**config.mk**
```make
export PLATFORM = sky130hd
export DESIGN_NAME = ext_arbiter
export DESIGN_NICKNAME = d
export VERILOG_FILES = /design/src/rtl/ext_arbiter_pkg.sv /design/src/rtl/ext_arbiter_ext_unit.sv /design/src/rtl/ext_arbiter.sv
export SDC_FILE = /design/constraint.sdc
export NUM_CORES = 1
export LEC_CHECK = 0
export BUFFER_PORTS_ARGS = -buffer_cell sky130_fd_sc_hd__buf_2
export CAP_MARGIN = 20
export CELL_PAD_IN_SITES_DETAIL_PLACEMENT = 0
export CELL_PAD_IN_SITES_GLOBAL_PLACEMENT = 2
export CORE_MARGIN = 4
export CORE_UTILIZATION = 29
export DETAILED_ROUTE_END_ITERATION = 10
export PLACE_DENSITY = 0.91
export SYNTH_ARGS = -nofsm -noshare
export SYNTH_HDL_FRONTEND = slang
export SYNTH_SLANG_ARGS = --single-unit
```
**constraint.sdc**
```tcl
create_clock -name Clk -period 3.3 [get_ports Clk]
set_clock_uncertainty 0.1 [all_clocks]
set_input_delay 0.66 -clock Clk [delete_from_list [all_inputs] [get_ports Clk]]
set_output_delay 0.66 -clock Clk [all_outputs]
set_load 0.02 [all_outputs]
```
**src/rtl/ext_arbiter_pkg.sv**
```systemverilog
// Shared types for the immediate-extension arbiter: extension mode encodings
// and the result-register FSM state.
package ext_arbiter_pkg;

  typedef enum logic [1:0] {
    EXT_SIGN   = 2'b00,
    EXT_ZERO   = 2'b01,
    EXT_UPPER  = 2'b10,
    EXT_BRANCH = 2'b11
  } ext_mode_t;

  typedef enum logic {
    ST_EMPTY = 1'b0,
    ST_FULL  = 1'b1
  } arb_state_t;

endpackage

```
**src/rtl/ext_arbiter_ext_unit.sv**
```systemverilog
// Mode-selectable 16-to-32 bit immediate extender, purely combinational.
module ext_unit
  import ext_arbiter_pkg::*;
(
  input  logic [15:0] i_imm,
  input  logic [1:0]  i_mode,
  output logic [31:0] o_result
);

  // Branch offsets are word offsets, so they are scaled by 4 after sign extension.
  always_comb begin
    o_result = '0;
    case (ext_mode_t'(i_mode))
      EXT_SIGN:   o_result = {{16{i_imm[15]}}, i_imm};
      EXT_ZERO:   o_result = {16'h0000, i_imm};
      EXT_UPPER:  o_result = {i_imm, 16'h0000};
      EXT_BRANCH: o_result = {{14{i_imm[15]}}, i_imm, 2'b00};
      default:    o_result = '0;
    endcase
  end

endmodule

```
**src/rtl/ext_arbiter.sv**
```systemverilog
// Two-requester round-robin arbiter feeding a shared immediate extender into a
// single registered output beat with valid/ready handshaking.
module ext_arbiter
  import ext_arbiter_pkg::*;
#(
  parameter int unsigned TAG_W = 4
) (
  input  logic             Clk,
  input  logic             Reset,
  input  logic             req0_valid,
  output logic             req0_ready,
  input  logic [15:0]      req0_imm,
  input  logic [1:0]       req0_mode,
  input  logic [TAG_W-1:0] req0_tag,
  input  logic             req1_valid,
  output logic             req1_ready,
  input  logic [15:0]      req1_imm,
  input  logic [1:0]       req1_mode,
  input  logic [TAG_W-1:0] req1_tag,
  output logic             out_valid,
  input  logic             out_ready,
  output logic [31:0]      out_data,
  output logic             out_src,
  output logic [TAG_W-1:0] out_tag
);

  arb_state_t       r_state;
  arb_state_t       w_nextState;
  logic             r_prio;
  logic [31:0]      r_data;
  logic             r_src;
  logic [TAG_W-1:0] r_tag;

  logic             w_canGrant;
  logic             w_grant0;
  logic             w_grant1;
  logic             w_anyGrant;
  logic [15:0]      w_extImm;
  logic [1:0]       w_extMode;
  logic [31:0]      w_extResult;

  always_ff @(posedge Clk or negedge Reset) begin
    if (!Reset) begin
      r_state <= ST_EMPTY;
    end else begin
      r_state <= w_nextState;
    end
  end

  // Gating with Reset keeps both readies low while reset is held, even though
  // the state register already reads EMPTY.
  always_comb begin
    w_nextState = r_state;
    w_canGrant  = Reset && ((r_state == ST_EMPTY) || out_ready);
    w_grant0    = w_canGrant && req0_valid && (!req1_valid || !r_prio);
    w_grant1    = w_canGrant && req1_valid && (!req0_valid || r_prio);
    w_anyGrant  = w_grant0 || w_grant1;
    case (r_state)
      ST_EMPTY: if (w_anyGrant) w_nextState = ST_FULL;
      ST_FULL:  if (out_ready && !w_anyGrant) w_nextState = ST_EMPTY;
      default:  w_nextState = ST_EMPTY;
    endcase
  end

  assign req0_ready = w_grant0;
  assign req1_ready = w_grant1;

  assign w_extImm  = w_grant1 ? req1_imm  : req0_imm;
  assign w_extMode = w_grant1 ? req1_mode : req0_mode;

  ext_unit u_ext (
    .i_imm    (w_extImm),
    .i_mode   (w_extMode),
    .o_result (w_extResult)
  );

  // Priority flips to whichever requester was not just served, even when only
  // one was asking.
  always_ff @(posedge Clk or negedge Reset) begin
    if (!Reset) begin
      r_prio <= 1'b0;
      r_data <= '0;
      r_src  <= 1'b0;
      r_tag  <= '0;
    end else if (w_anyGrant) begin
      r_prio <= w_grant0;
      r_data <= w_extResult;
      r_src  <= w_grant1;
      r_tag  <= w_grant1 ? req1_tag : req0_tag;
    end
  end

  assign out_valid = (r_state == ST_FULL);
  assign out_data  = r_data;
  assign out_src   = r_src;
  assign out_tag   = r_tag;

endmodule

```
* Word level (Yosys, flattened, before mapping)
Index checks and enable logic that the tools add are counted.
** Storage, ports and cells
- Register bits :: 39
- Bits of input ports :: 49
- Output and inout bits :: 40
- Word-level logic and storage cells :: 31
** Operators by class
- Bitwise gates (word level) :: 1
- Equality and inequality tests :: 3
- Reductions and logical operators :: 15
- Mux-type cells :: 7
** Operator list (count)
- $pmux W32 S4 :: 1
- $mux W16 :: 1
- $logic_and A1 B1 Y1 :: 6
- $eq A2 B2 Y1 const B :: 2
- $logic_not A1 Y1 :: 4
- $logic_or A1 B1 Y1 :: 4
- $mux W4 :: 1
- $eq A2 B1 Y1 const B :: 1
- $logic_not A2 Y1 :: 1
- $mux W1 :: 2
- $mux W2 :: 1
- $pmux W1 S2 :: 1
- $not A1 Y1 :: 1

* Longest topological paths before layout
Gate-level depths: netlist (run 1).
- Depth after elaboration :: 10
- Gate-level depth with buffers :: 7

* Modules after synthesis
Synthesis (run 1) repeated with hierarchy kept, for this count alone.
** Unflattened totals
- Cell total of the unflattened synthesis :: 192
- Area, all modules :: 2369.8 um^2
** Modules (own cells, without submodules)
- ext_arbiter :: area each 1858.0 um^2, cells each 132, seq. area each 975.9 um^2, times used 1
- ext_unit :: area each 511.7 um^2, cells each 60, seq. area each 0.0 um^2, times used 1

* Least setup slack after synthesis (run 1)
OpenSTA, ideal clock, no wires.
- Path kind :: input-to-output
- From :: in out_ready
- To :: out req0_ready
- Stages :: 3
- Slack :: 1115 ps
- Data arrival time :: 1425 ps
- Cell sequence :: nand2b_1 -> nand4_1 -> inv_1
** On the way
- Longest elaborated chain between the ends :: 4
** RTL lines
- start, declared :: RTL line ext_arbiter.sv:21 : input logic out_ready,
- $logic_or A1 B1 Y1 :: RTL line ext_arbiter.sv:54 : w_canGrant = Reset && ((r_state == ST_EMPTY) || out_ready);
- $logic_and A1 B1 Y1 :: RTL line ext_arbiter.sv:54
- $logic_and A1 B1 Y1 (2 in a row) :: RTL line ext_arbiter.sv:55 : w_grant0 = w_canGrant && req0_valid && (!req1_valid || !r_prio);
- end, declared :: RTL line ext_arbiter.sv:11 : output logic req0_ready,
Every way passes these cells.

* Worst setup path after layout (run 1)
- From :: in Reset
- To :: out req1_ready
** On the way
- Longest elaborated chain between the ends :: 3
** RTL lines
- start, declared :: RTL line ext_arbiter.sv:9 : input logic Reset,
- $logic_and A1 B1 Y1 :: RTL line ext_arbiter.sv:54
- $logic_and A1 B1 Y1 (2 in a row) :: RTL line ext_arbiter.sv:56 : w_grant1 = w_canGrant && req1_valid && (!req0_valid || r_prio);
- end, declared :: RTL line ext_arbiter.sv:16 : output logic req1_ready,
Every way passes these cells.

==> impl_summary.md, run 1 <==
Setup path
The setup slack of the most critical reg-to-reg path is about 0.91 ns. The critical path start-end classification is input port to primary output. Along the worst path, the maximum fanout reaches 23.

The critical path capture point is req1_ready. The kind of start point of the critical path is an input port. The endpoint kind of the worst setup timing path is a primary output.

The startpoint identified for the worst register-to-register timing path is out_valid. The worst register-to-register path ends at out_data[28]. The length in cells of the worst reg-to-reg path is 6. The critical path arrival is 1.97 ns. The critical path starts at Reset. The worst endpoint required time is 2.54 ns.

Die
The vertical extent of the die is roughly 93 µm. The core region area is 0.00694 mm². The floorplan step set the die width to just over 90 µm.

The initial utilization of the core area, before any placement, comes to a little under a third. In this run the count of I/O pins placed on the die edge is 89. In this run the core area contains 30 standard-cell rows.

The area enclosed by the die boundary is 0.00872 mm².

Clocking
The hold buffer count at CTS is 0. The number of setup buffers added after CTS is 0. The clock-pin transition on the worst setup and hold timing paths is 0.07 ns.

In this run the number of H-tree levels came out at 2. TritonCTS built the clock tree. The tree is rooted in a sky130_fd_sc_hd__clkbuf_8. The clock insertion delay at the later pin of the skew report is about 0.29 ns. The total clock buffers created by CTS is 5. Counting along the longest clock path gives a buffer depth of 2. Counting every sink on the clock net gives 39. Post-CTS repair changed the size of 0 cells.

GRT
The via count of the first global-routing pass is roughly 2100. The largest net degree at the start of global routing is 48. The total overflow reported by the global router is 0.

The initial antenna violation count is 0. The first global-routing pass estimated ~11000 µm of wire. The total global-route track usage is between 10% and 20%.

STA
The number of max-slew violations in the final report is 0. The maximum clock frequency is around 370 MHz. After routing, the total negative slack on setup checks comes to 0 ns. The final count of hold timing violations is 0.

At the pin with the least slew margin, the transition time is roughly 0.63 ns. Setup violations remaining at the end of the flow were counted as 0. The post-route fraction of the period consumed by the critical path is 82.6%. The worst path in the final design needs a cycle of about 2.7 ns, including I/O delays and setup. Setup repair after global routing left no endpoint under its margin. The remaining max-slew budget at the tightest pin is between 50% and 60%.

Layout
The final standard cell count with taps included and fillers excluded is 410. The library cell used most frequently in the layout, excluding fill and tap cells, is sky130_fd_sc_hd__buf_2. The area growth from synthesis to layout is 28.6%.

The post-route netlist has around a third of its cells at a drive strength greater than 1. The net total in the final layout is around 360. The library cells used most frequently in the layout, excluding fill and tap cells, are sky130_fd_sc_hd__buf_2 (88), sky130_fd_sc_hd__nand2_1 (61), sky130_fd_sc_hd__dfrtp_1 (39). The repair_antennas step left the layout with diodes totalling 0.

Flow run
Across the run, the number of max-cap violations was 0.

Placement
The HPWL after detailed placement is 5150 µm. The number of cells in the design after placement is between 400 and 500. The routability congestion estimate from global placement is around 0.77. The count of buffers inserted at the top-level ports is 88.

Routing
The routed layout has roughly 2100 vias. Once detail routing completed, the nets flagged for antenna violations numbered 0. After detailed routing, the average wire length per cell comes to 17.0 µm.

The violation count after the first detailed-routing iteration is ~110. The number of DRC violations after detailed routing is 0. The via count normalized by instance count is approximately 5.2. Before antenna repair, the detailed router went through 4 iterations.

The routed wire length is around 7000 µm.

Logic synthesis
Of all cell types, the one taking the most synthesized area is sky130_fd_sc_hd__dfrtp_1. The count of cell types in the netlist is 27. The prevailing post-synth register cell is sky130_fd_sc_hd__dfrtp_1. After synthesis, the cell types taking the most area are sky130_fd_sc_hd__dfrtp_1 (46%), sky130_fd_sc_hd__a221oi_1 (11%), sky130_fd_sc_hd__nand2_1 (11%). The number of nets in the synthesized netlist is around 280. Each instance of the synthesized netlist takes up on average around 9.1 µm². Counting flops and latches in the post-synthesis netlist gives 39.

Synthesis produced a netlist whose cell count is 232. Yosys mapped a number of flops with a built-in enable equal to 0. The share of flip-flops with an asynchronous set or reset is 100%.

The top cell type by area accounts for 46.2% of the synthesized area. The share of synthesized area occupied by flip-flops and latches is ~46%. The netlist area before placement is 0.00211 mm². The number of warnings issued by yosys is 0.

Status
The flow ran to the end, and the final reports show no timing, DRC or antenna violations.

Pwr
The analysis attributes to cell leakage a power of about 1.3 nW. IR analysis of the VDD net gives a maximum drop of 0.180 mV. In this run the power density over the cells is 545 mW/mm².

Min path
The type of the tightest min-delay check is input port to async pin.
-- worst max-delay path, cell delays in order --
cell	delay [ns]
sky130_fd_sc_hd__buf_2	0.32
sky130_fd_sc_hd__o2111ai_4	0.29
sky130_fd_sc_hd__inv_2	0.42
sky130_fd_sc_hd__buf_2	0.26
-- per-layer routing --
| metal | vias up | wire length, µm | GRT usage (%) |
|---|---|---|---|
| li1 | 1030 | - | - |
| met1 | 1019 | 3130 | 23.5 |
| met2 | 84 | 3230 | 24.5 |
| met3 | 8 | 524 | 4.26 |
| met4 | 0 | 88 | 4.03 |
| met5 | - | 0 | 0 |
-- synthesized netlist by cell type, types with 5 or more instances --
master	count
sky130_fd_sc_hd__nor2_1	6
sky130_fd_sc_hd__nand3_1	13
sky130_fd_sc_hd__o31ai_1	14
sky130_fd_sc_hd__dfrtp_1	39
sky130_fd_sc_hd__a31oi_1	5
sky130_fd_sc_hd__a221oi_1	27
sky130_fd_sc_hd__inv_1	5
sky130_fd_sc_hd__clkbuf_1	13
sky130_fd_sc_hd__o21ai_0	7
sky130_fd_sc_hd__nand2_1	61
sky130_fd_sc_hd__a22o_1	14
-- through the flow --
| stage | setup WS (ns) | hold slack, ns | power, W | area (µm²) | util [%] |
|---|---|---|---|---|---|
| global placement | 0.488 | 0.358 | 0.00117 | 2630 | 37.9 |
| detailed placement | 0.423 | 0.363 | 0.00118 | 2630 | 37.9 |
| CTS | 0.566 | 0.169 | 0.00150 | 2720 | 39.1 |
| finish | 0.573 | 0.173 | 0.00148 | 2720 | 39.1 |
| floorplan | 1.11 | 0.264 | 0.000962 | 2110 | - |
| global route | 0.409 | 0.192 | 0.00158 | 2720 | 39.1 |
-- sequential cells by signal (all words and copies together), names as in the netlist --
| register | count |
|---|---|
| out_tag | 4 |
| out_valid | 1 |
| r_prio | 1 |
| out_src | 1 |
| out_data | 32 |
-- cells by family (layout without fill, tap and decap cells) --
kind of cell,count (synthesis),after routing,synth area share [%]
AO/OA/AOI/OAI,76,76,29.3
buffers and inverters,27,109,5.27
flip-flops,39,39,46.2
multiplexers,4,4,2.49
AND/OR/NAND/NOR,86,86,16.8
-- where the power goes --
group          switching [W]  internal [W]
sequential         0.0000601      0.000580
clock               0.000175      0.000145
combinational       0.000332      0.000190
-- layout make-up --
type / instances / area (µm²)
fill: 728 / 4230
multi-input combinational: 166 / 1030
sequential: 39 / 976
timing repair buffer: 94 / 485
tap: 96 / 120
clock buffer: 5 / 68.8
inverter: 7 / 26.3
clock inverter: 3 / 15.0
-- worst min-delay path by stage --
stage               depth (start not counted)      endpoint
floorplan                                   0   out_data[0]
global placement                            2   out_data[6]
detailed placement                          2       out_src
CTS                                         1  out_data[15]
global route                                1  out_data[15]
finish                                      1  out_data[15]
(Power assumes the default switching activity.)
==> inputs of run 2 (changes only) <==
--- a/config.mk
+++ b/config.mk
@@ -10,9 +10,9 @@
 export CELL_PAD_IN_SITES_DETAIL_PLACEMENT = 0
 export CELL_PAD_IN_SITES_GLOBAL_PLACEMENT = 2
 export CORE_MARGIN = 4
-export CORE_UTILIZATION = 29
+export CORE_UTILIZATION = 27
 export DETAILED_ROUTE_END_ITERATION = 10
-export PLACE_DENSITY = 0.91
+export PLACE_DENSITY = 0.86
 export SYNTH_ARGS = -nofsm -noshare
 export SYNTH_HDL_FRONTEND = slang
 export SYNTH_SLANG_ARGS = --single-unit
==> constraint.sdc (replaced) <==
create_clock -name Clk -period 2.7 [get_ports Clk]
set_clock_uncertainty 0.1 [all_clocks]
set_input_delay 0.54 -clock Clk [delete_from_list [all_inputs] [get_ports Clk]]
set_output_delay 0.54 -clock Clk [all_outputs]
set_load 0.02 [all_outputs]
==> run 2 against run 1 <==
Compared with the run above:
- flip-flop and latch count unchanged
- design area up 2.2%
- via count up 0.98%
- setup slack worse by 0.011 ns
- hold slack worse by 0.032 ns
- die area up 6.8%
- critical path depth unchanged
- non-clock buffer count up 3
- utilization down 1.8 points
- register-to-register slack worse by 0.28 ns
- sequential share of layout area down 0.78 points
- cell count up 1.5%
==> impl_summary.md, run 2 (synthesized netlist as in run 1, its figures left out) <==
Clocking
The number of H-tree levels is 2 (unchanged). The number of setup buffers added after CTS is 0 (unchanged). The hold buffer count at CTS came to 0 (unchanged). The post-cts repair resize count is 0 (unchanged). The clock-pin transition on the worst setup and hold timing paths came to 0.08 ns (about the same). The clock insertion delay at the later pin of the skew report is 0.29 ns (about the same). The total clock sinks is 39 (unchanged). The maximum buffer depth of the clock tree was 2 (unchanged). The total clock buffers created by CTS is 5 (unchanged). The tree is rooted in a sky130_fd_sc_hd__clkbuf_8. TritonCTS built the clock tree.

Routing
The number of optimization iterations in the first detailed-route pass was 4 (unchanged). The routed length per instance is 17.2 µm (+1.3%). The via count normalized by instance count was 5.20 (-0.48%). The count of nets left with antenna violations after detail routing is 0 (unchanged). The routed wire length came to 7170 µm (+2.8%). The violation count after the first detailed-routing iteration is 139 (+31%). The via count of the routed design is 2162 (+0.98%). The number of DRC violations after detailed routing is 0 (unchanged).

Status
The run finished with clean final reports.

Layout
Leaving out fill and tap cells, the most frequent cell in the layout is sky130_fd_sc_hd__buf_2. The number of flip-flops in the largest register is 32 (unchanged). The share of final-layout standard cells stronger than drive strength 1 is 34.7% (+0.62 points).

Relative to the synthesized area, the layout overhead comes to 31.4%. The top cell types in the final layout, fill and taps aside, are sky130_fd_sc_hd__buf_2 (88), sky130_fd_sc_hd__nand2_1 (61), sky130_fd_sc_hd__dfrtp_1 (39). The core utilization of the finished layout is 37.3% (-1.8 points). The filler cell count in the final layout is 800 (+9.9%). The area of combinational cells with multiple inputs is 0.00103 mm² (unchanged).

The final standard cell count with taps included and fillers excluded was 416 (+1.5%). The net total in the final layout is 365 (+0.83%). The flip-flop and latch area is 976 µm² (unchanged). The number of diodes added for antenna fixing was 0 (unchanged).

STA
The number of max-slew violations in the final report is 0 (unchanged). The final count of hold timing violations is 0 (unchanged). The remaining max-slew budget at the tightest pin was 56.3% (-1.8 points). The final count of negative-setup-slack endpoints is 0 (unchanged). The worst path needs roughly 2.1 ns of the cycle, external delays included.

The actual slew at the worst max-slew pin is 0.655 ns (+0.0271 ns). The final sum of negative setup slack is 0 ns (unchanged). The maximum clock frequency is between 400 and 500 MHz. Setup repair after global routing left no endpoint under its margin. The post-route fraction of the period consumed by the critical path is about four fifths.

The final worst slack is 0.562 ns (-0.0110 ns).

Placement
The HPWL after detailed placement was 5250 µm (+1.9%). The count of buffers inserted at the top-level ports is 88 (unchanged). The number of cells in the design after placement is 408 (+1.5%). The routability congestion estimate from global placement was 0.804 (+4.6%). The worst slack after detailed placement is 0.363 ns (-0.0605 ns).

Pwr
The leakage power summed over all cells is 1.35 nW (+2.1%). The final total power is 0.00194 W (+31%). The power density over the cells is 699 mW/mm² (+28%). The maximum vdd drop is 0.234 mV (+30%).

GRT
The via count of the first global-routing pass is 2159 (+1.7%). The largest net degree at the start of global routing came to 45 (-6.3%). The total overflow reported by the global router came to 0 (unchanged). The total global-route track usage is 16.1% (-0.23 points).

The first-pass GRT wire length is 11400 µm (+2.7%). The initial antenna violation count is 0 (unchanged).

Die
The die span in x was 96.5 µm (+3.3%). The number of primary I/O pins was 89 (unchanged). The number of rows in the core area came to 31 (+3.3%). The effective utilization at floorplan is 28.4% (-2.1 points). The area enclosed by the die boundary is 0.00931 mm² (+6.8%). The vertical extent of the die is 96.5 µm (+3.3%). The core region area is 0.00745 mm² (+7.2%).

Setup path
The length in cells of the worst reg-to-reg path is 6 (unchanged). The setup slack of the most critical reg-to-reg path is 0.63 ns (-0.28 ns). The critical path start-end classification is flip-flop to primary output. The worst reg2reg path startpoint is out_valid. In this design, the largest share of critical-path delay is due to buffers and inverters. The signal on the critical path passes through nand2b_1 -> o2111ai_4 -> inv_2 -> buf_2. The worst-path cell with the longest stage delay is sky130_fd_sc_hd__dfrtp_1. The buffer and inverter count on the worst path came to 2 (-1). The endpoint kind of the worst setup timing path is a primary output. The maximum cell stage delay along the critical path is 0.38 ns (-0.04 ns). The largest fanout of any net on the critical path is 13 (-43%). The endpoint identified for the worst register-to-register timing path is out_data[28]. The kind of start point of the critical path is a flip-flop. The critical path arrival is 1.50 ns (-0.47 ns). The worst endpoint required time came to 2.06 ns (-0.48 ns).

Min path
The min-delay analysis places its worst path in the category input port to async pin.

Flow run
The reported max-cap violation count is 0 (unchanged).
==> run 2: how the worst max path moves through the flow <==
stage	startpoint	endpoint	slack (ns)	depth (start not counted)
final	out_valid	req1_ready	0.56	4
after global routing	out_valid	req1_ready	0.45	4
after CTS	out_valid	req1_ready	0.54	4
after detailed placement	out_ready	out_data[28]	0.36	8
after global placement	out_ready	out_data[25]	0.41	8
after floorplan	out_ready	out_data[22]	0.73	7
==> run 2: layout make-up <==
cell class | count | area share [%]
Multi-Input combinational cell | 166 | 36.9
Timing Repair Buffer | 97 | 18.3
Clock buffer | 6 | 2.97
Sequential cell | 39 | 35.1
Inverter | 7 | 0.946
Tap cell | 99 | 4.46
Clock inverter | 2 | 1.26
==> run 2: per-stage QoR <==
stage                     instance area (µm²)  hold WS [ns]
after global routing                     2780         0.159
after floorplan                          2110         0.144
after CTS                                2780         0.145
after global placement                   2660         0.360
final                                    2780         0.141
after detailed placement                 2660         0.366
==> run 2: report_power, final <==
part,internal (W),switching (W)
registers,0.000708,0.0000736
logic,0.000236,0.000405
clock network,0.000299,0.000218
==> run 2: routing by layer <==
metal / global-route usage [%] / wire length (µm) / vias to the layer above
li1: - / - / 1044
met1: 22.2 / 3190 / 1033
met2: 24.9 / 3340 / 75
met3: 4.03 / 517 / 10
met4: 5.14 / 116 / 0
met5: 0 / 0 / -
==> inputs of run 3 (changes only) <==
==> constraint.sdc (replaced) <==
create_clock -name Clk -period 2.25 [get_ports Clk]
set_clock_uncertainty 0.1 [all_clocks]
set_input_delay 0.45 -clock Clk [delete_from_list [all_inputs] [get_ports Clk]]
set_output_delay 0.45 -clock Clk [all_outputs]
set_load 0.02 [all_outputs]
==> run 3 against run 2 <==
Compared with the run above:
- global-route usage down 0.41 points
- routed wire length increased by 0.32%
- die area unchanged
- critical path depth grew 1
- utilization is 0.25 points lower
- register-to-register slack lost 0.31 ns
- hold slack gained 0.086 ns
==> impl_summary.md, run 3 (synthesized netlist as in run 1, its figures left out) <==
Clocking
The maximum buffer depth of the clock tree is 2 (unchanged). The clock insertion delay at the later pin of the skew report is 0.29 ns (about the same). The number of H-tree levels is 2 (unchanged). The CTS tree is done. The total clock buffers created by CTS is 5 (unchanged). The clock-pin transition on the worst setup and hold timing paths is 0.08 ns (about the same). CTS placed an instance of sky130_fd_sc_hd__clkbuf_8 at the clock tree root. The total clock sinks is 39 (unchanged).

Setup path
The largest fanout of any net on the critical path was 19 (+6). The worst setup path is launched from a flip-flop. The endpoint kind of the worst setup timing path is a primary output. The worst setup path is of the flip-flop to primary output kind. The worst reg2reg path startpoint is out_valid.

The worst reg2reg path endpoint is out_data[21]. The length in cells of the worst reg-to-reg path is 6 (unchanged). The setup slack of the most critical reg-to-reg path is 0.32 ns (-0.31 ns). The worst endpoint required time is 1.70 ns (-0.36 ns). The critical path arrival is 1.53 ns (+0.03 ns).

STA
For this run, the top clock speed supported by timing is slightly below 500 MHz. The worst hold slack after final layout is 0.227 ns (+0.0861 ns). The remaining max-slew budget at the tightest pin is 57.8% (+1.4 points). The final count of negative-setup-slack endpoints is 0 (unchanged). The final sum of negative setup slack came to 0 ns (unchanged). The final count of hold timing violations is 0 (unchanged). Setup repair after global routing left no endpoint under its margin.

The post-route minimum period is around 2.1 ns. Dividing the final minimum period by the clock period gives between 90% and 100%. The number of max-slew violations in the final report came to 0 (unchanged). The actual slew at the worst max-slew pin is 0.634 ns (-0.0215 ns).

Die
The area enclosed by the die boundary is 0.00931 mm² (unchanged). The core region area is 0.00745 mm² (unchanged). The number of rows in the core area was 31 (unchanged).

The number of primary I/O pins came to 89 (unchanged). The effective utilization at floorplan is 28.4% (unchanged). The die span in x is 96.5 µm (unchanged).

The vertical extent of the die is 96.5 µm (unchanged).

Min path
The path class of the tightest hold or removal check is input port to async pin.

Pwr
The clock group share of total power came to 21.7% (-5.0 points). The cell internal power dissipation is 0.00135 W (+8.8%). The leakage power summed over all cells is 1.34 nW (-1.1%). The power density over the cells is 792 mW/mm² (+13%).

The maximum vdd drop is 0.366 mV (+57%). The switching share of power is 38.1% (+2.2 points). The sequential fraction of design power is 42.8% (+2.5 points). The relative contribution of combinational cells to total power came to 35.6% (+2.6 points). The net switching power figure is 0.000832 W (+19%).

Routing
The count of nets left with antenna violations after detail routing is 0 (unchanged). The via count of the routed design is 2176 (+0.65%). The via count normalized by instance count is 5.22 (+0.41%). The routed wire length was 7190 µm (+0.32%).

The routed length per instance is 17.2 µm (about the same). The number of optimization iterations in the first detailed-route pass is 4 (unchanged). The number of DRC violations after detailed routing is 0 (unchanged). The violation count after the first detailed-routing iteration is 131 (-5.8%).

Placement
The routability congestion estimate from global placement is 0.747 (-7.1%). The HPWL after detailed placement is 5140 µm (-2.2%). The count of buffers inserted at the top-level ports came to 88 (unchanged). The number of cells in the design after placement is 408 (unchanged).

Status
The flow ran to the end, and the final reports show no timing, DRC or antenna violations.

GRT
The total global-route track usage is 15.7% (-0.41 points). The largest net degree at the start of global routing is 39 (-13%). The first-pass GRT wire length was 11200 µm (-1.9%). The initial antenna violation count came to 0 (unchanged).

The via count of the first global-routing pass is 2166 (+0.32%). The total overflow reported by the global router is 0 (unchanged).

Layout
The share of final-layout standard cells stronger than drive strength 1 is 34.3% (-0.42 points). The final standard cell count with taps included and fillers excluded is 417 (+0.24%). The number of flip-flops in the largest register is 32 (unchanged). Leaving out fill and tap cells, the most frequent cell in the layout is sky130_fd_sc_hd__buf_2.

The net total in the final layout is 366 (+0.27%). From synthesis to final layout, the design area changed by 30.6%. The number of diodes added for antenna fixing is 0 (unchanged). In the layout the commonest cells are sky130_fd_sc_hd__buf_2 (88), sky130_fd_sc_hd__nand2_1 (61), sky130_fd_sc_hd__dfrtp_1 (39).

Flow run
The reported max-cap violation count came to 0 (unchanged).
run 3: area by class of cell:
cell class / count / area, µm²
well taps: 99 / 124
multi-input cells: 166 / 1030
clock inverters: 2 / 12.5
inverters: 7 / 26.3
clock buffers: 6 / 72.6
repair buffers: 98 / 522
flip-flops and latches: 39 / 976
fillers: 817 / 4690
run 3: worst max path at each step:
stage	depth (start not counted)	slack, ns	endpoint	start
after global placement	8	0.22	out_data[12]	out_ready
final	5	0.17	req1_ready	out_valid
after floorplan	7	0.37	out_data[22]	out_ready
after detailed placement	7	0.13	out_data[27]	out_ready
after CTS	5	0.08	req1_ready	out_valid
after global routing	5	0.04	req1_ready	out_valid
run 3: repair_timing:
item / CTS / global route
setup endpoints to repair: 0 / 1
endpoints found under the hold margin: 1 / 0
resized for setup: 0 / 1
hold buffers: 1 / 0
setup buffers: 0 / 0
run 3: power by group through the flow:
stage / Combinational [W] / Clock (W) / Sequential [W]
2_1_floorplan: 0.000286 / 0 / 0.00112
3_3_place_gp: 0.000777 / 0 / 0.000950
3_5_place_dp: 0.000783 / 0 / 0.000949
4_1_cts: 0.000786 / 0.000491 / 0.000938
5_1_grt: 0.000855 / 0.000520 / 0.000958
6_report: 0.000777 / 0.000473 / 0.000935
run 3: routing by layer:
layer	vias to the layer above	part of all wire (%)	GRT usage [%]
li1	1039	-	-
met1	1020	45	21.5
met2	106	44	24.3
met3	11	9.7	4.11
met4	0	1.3	5.14
met5	-	0	0
run 3: through the flow:
stage | util, % | power [W] | setup WS, ns | area (µm²)
floorplan | - | 0.00141 | 0.374 | 2110
global placement | 35.7 | 0.00173 | 0.220 | 2660
detailed placement | 35.7 | 0.00173 | 0.127 | 2660
CTS | 37.0 | 0.00221 | 0.0805 | 2760
global route | 37.0 | 0.00233 | 0.0430 | 2760
finish | 37.0 | 0.00219 | 0.167 | 2760
run 3: worst max-delay path, stage by stage (launching register included):
cell,delay (ns)
sky130_fd_sc_hd__dfrtp_1,0.38
sky130_fd_sc_hd__nand2b_1,0.18
sky130_fd_sc_hd__o2111ai_4,0.17
sky130_fd_sc_hd__inv_2,0.12
sky130_fd_sc_hd__buf_6,0.20
sky130_fd_sc_hd__buf_2,0.20
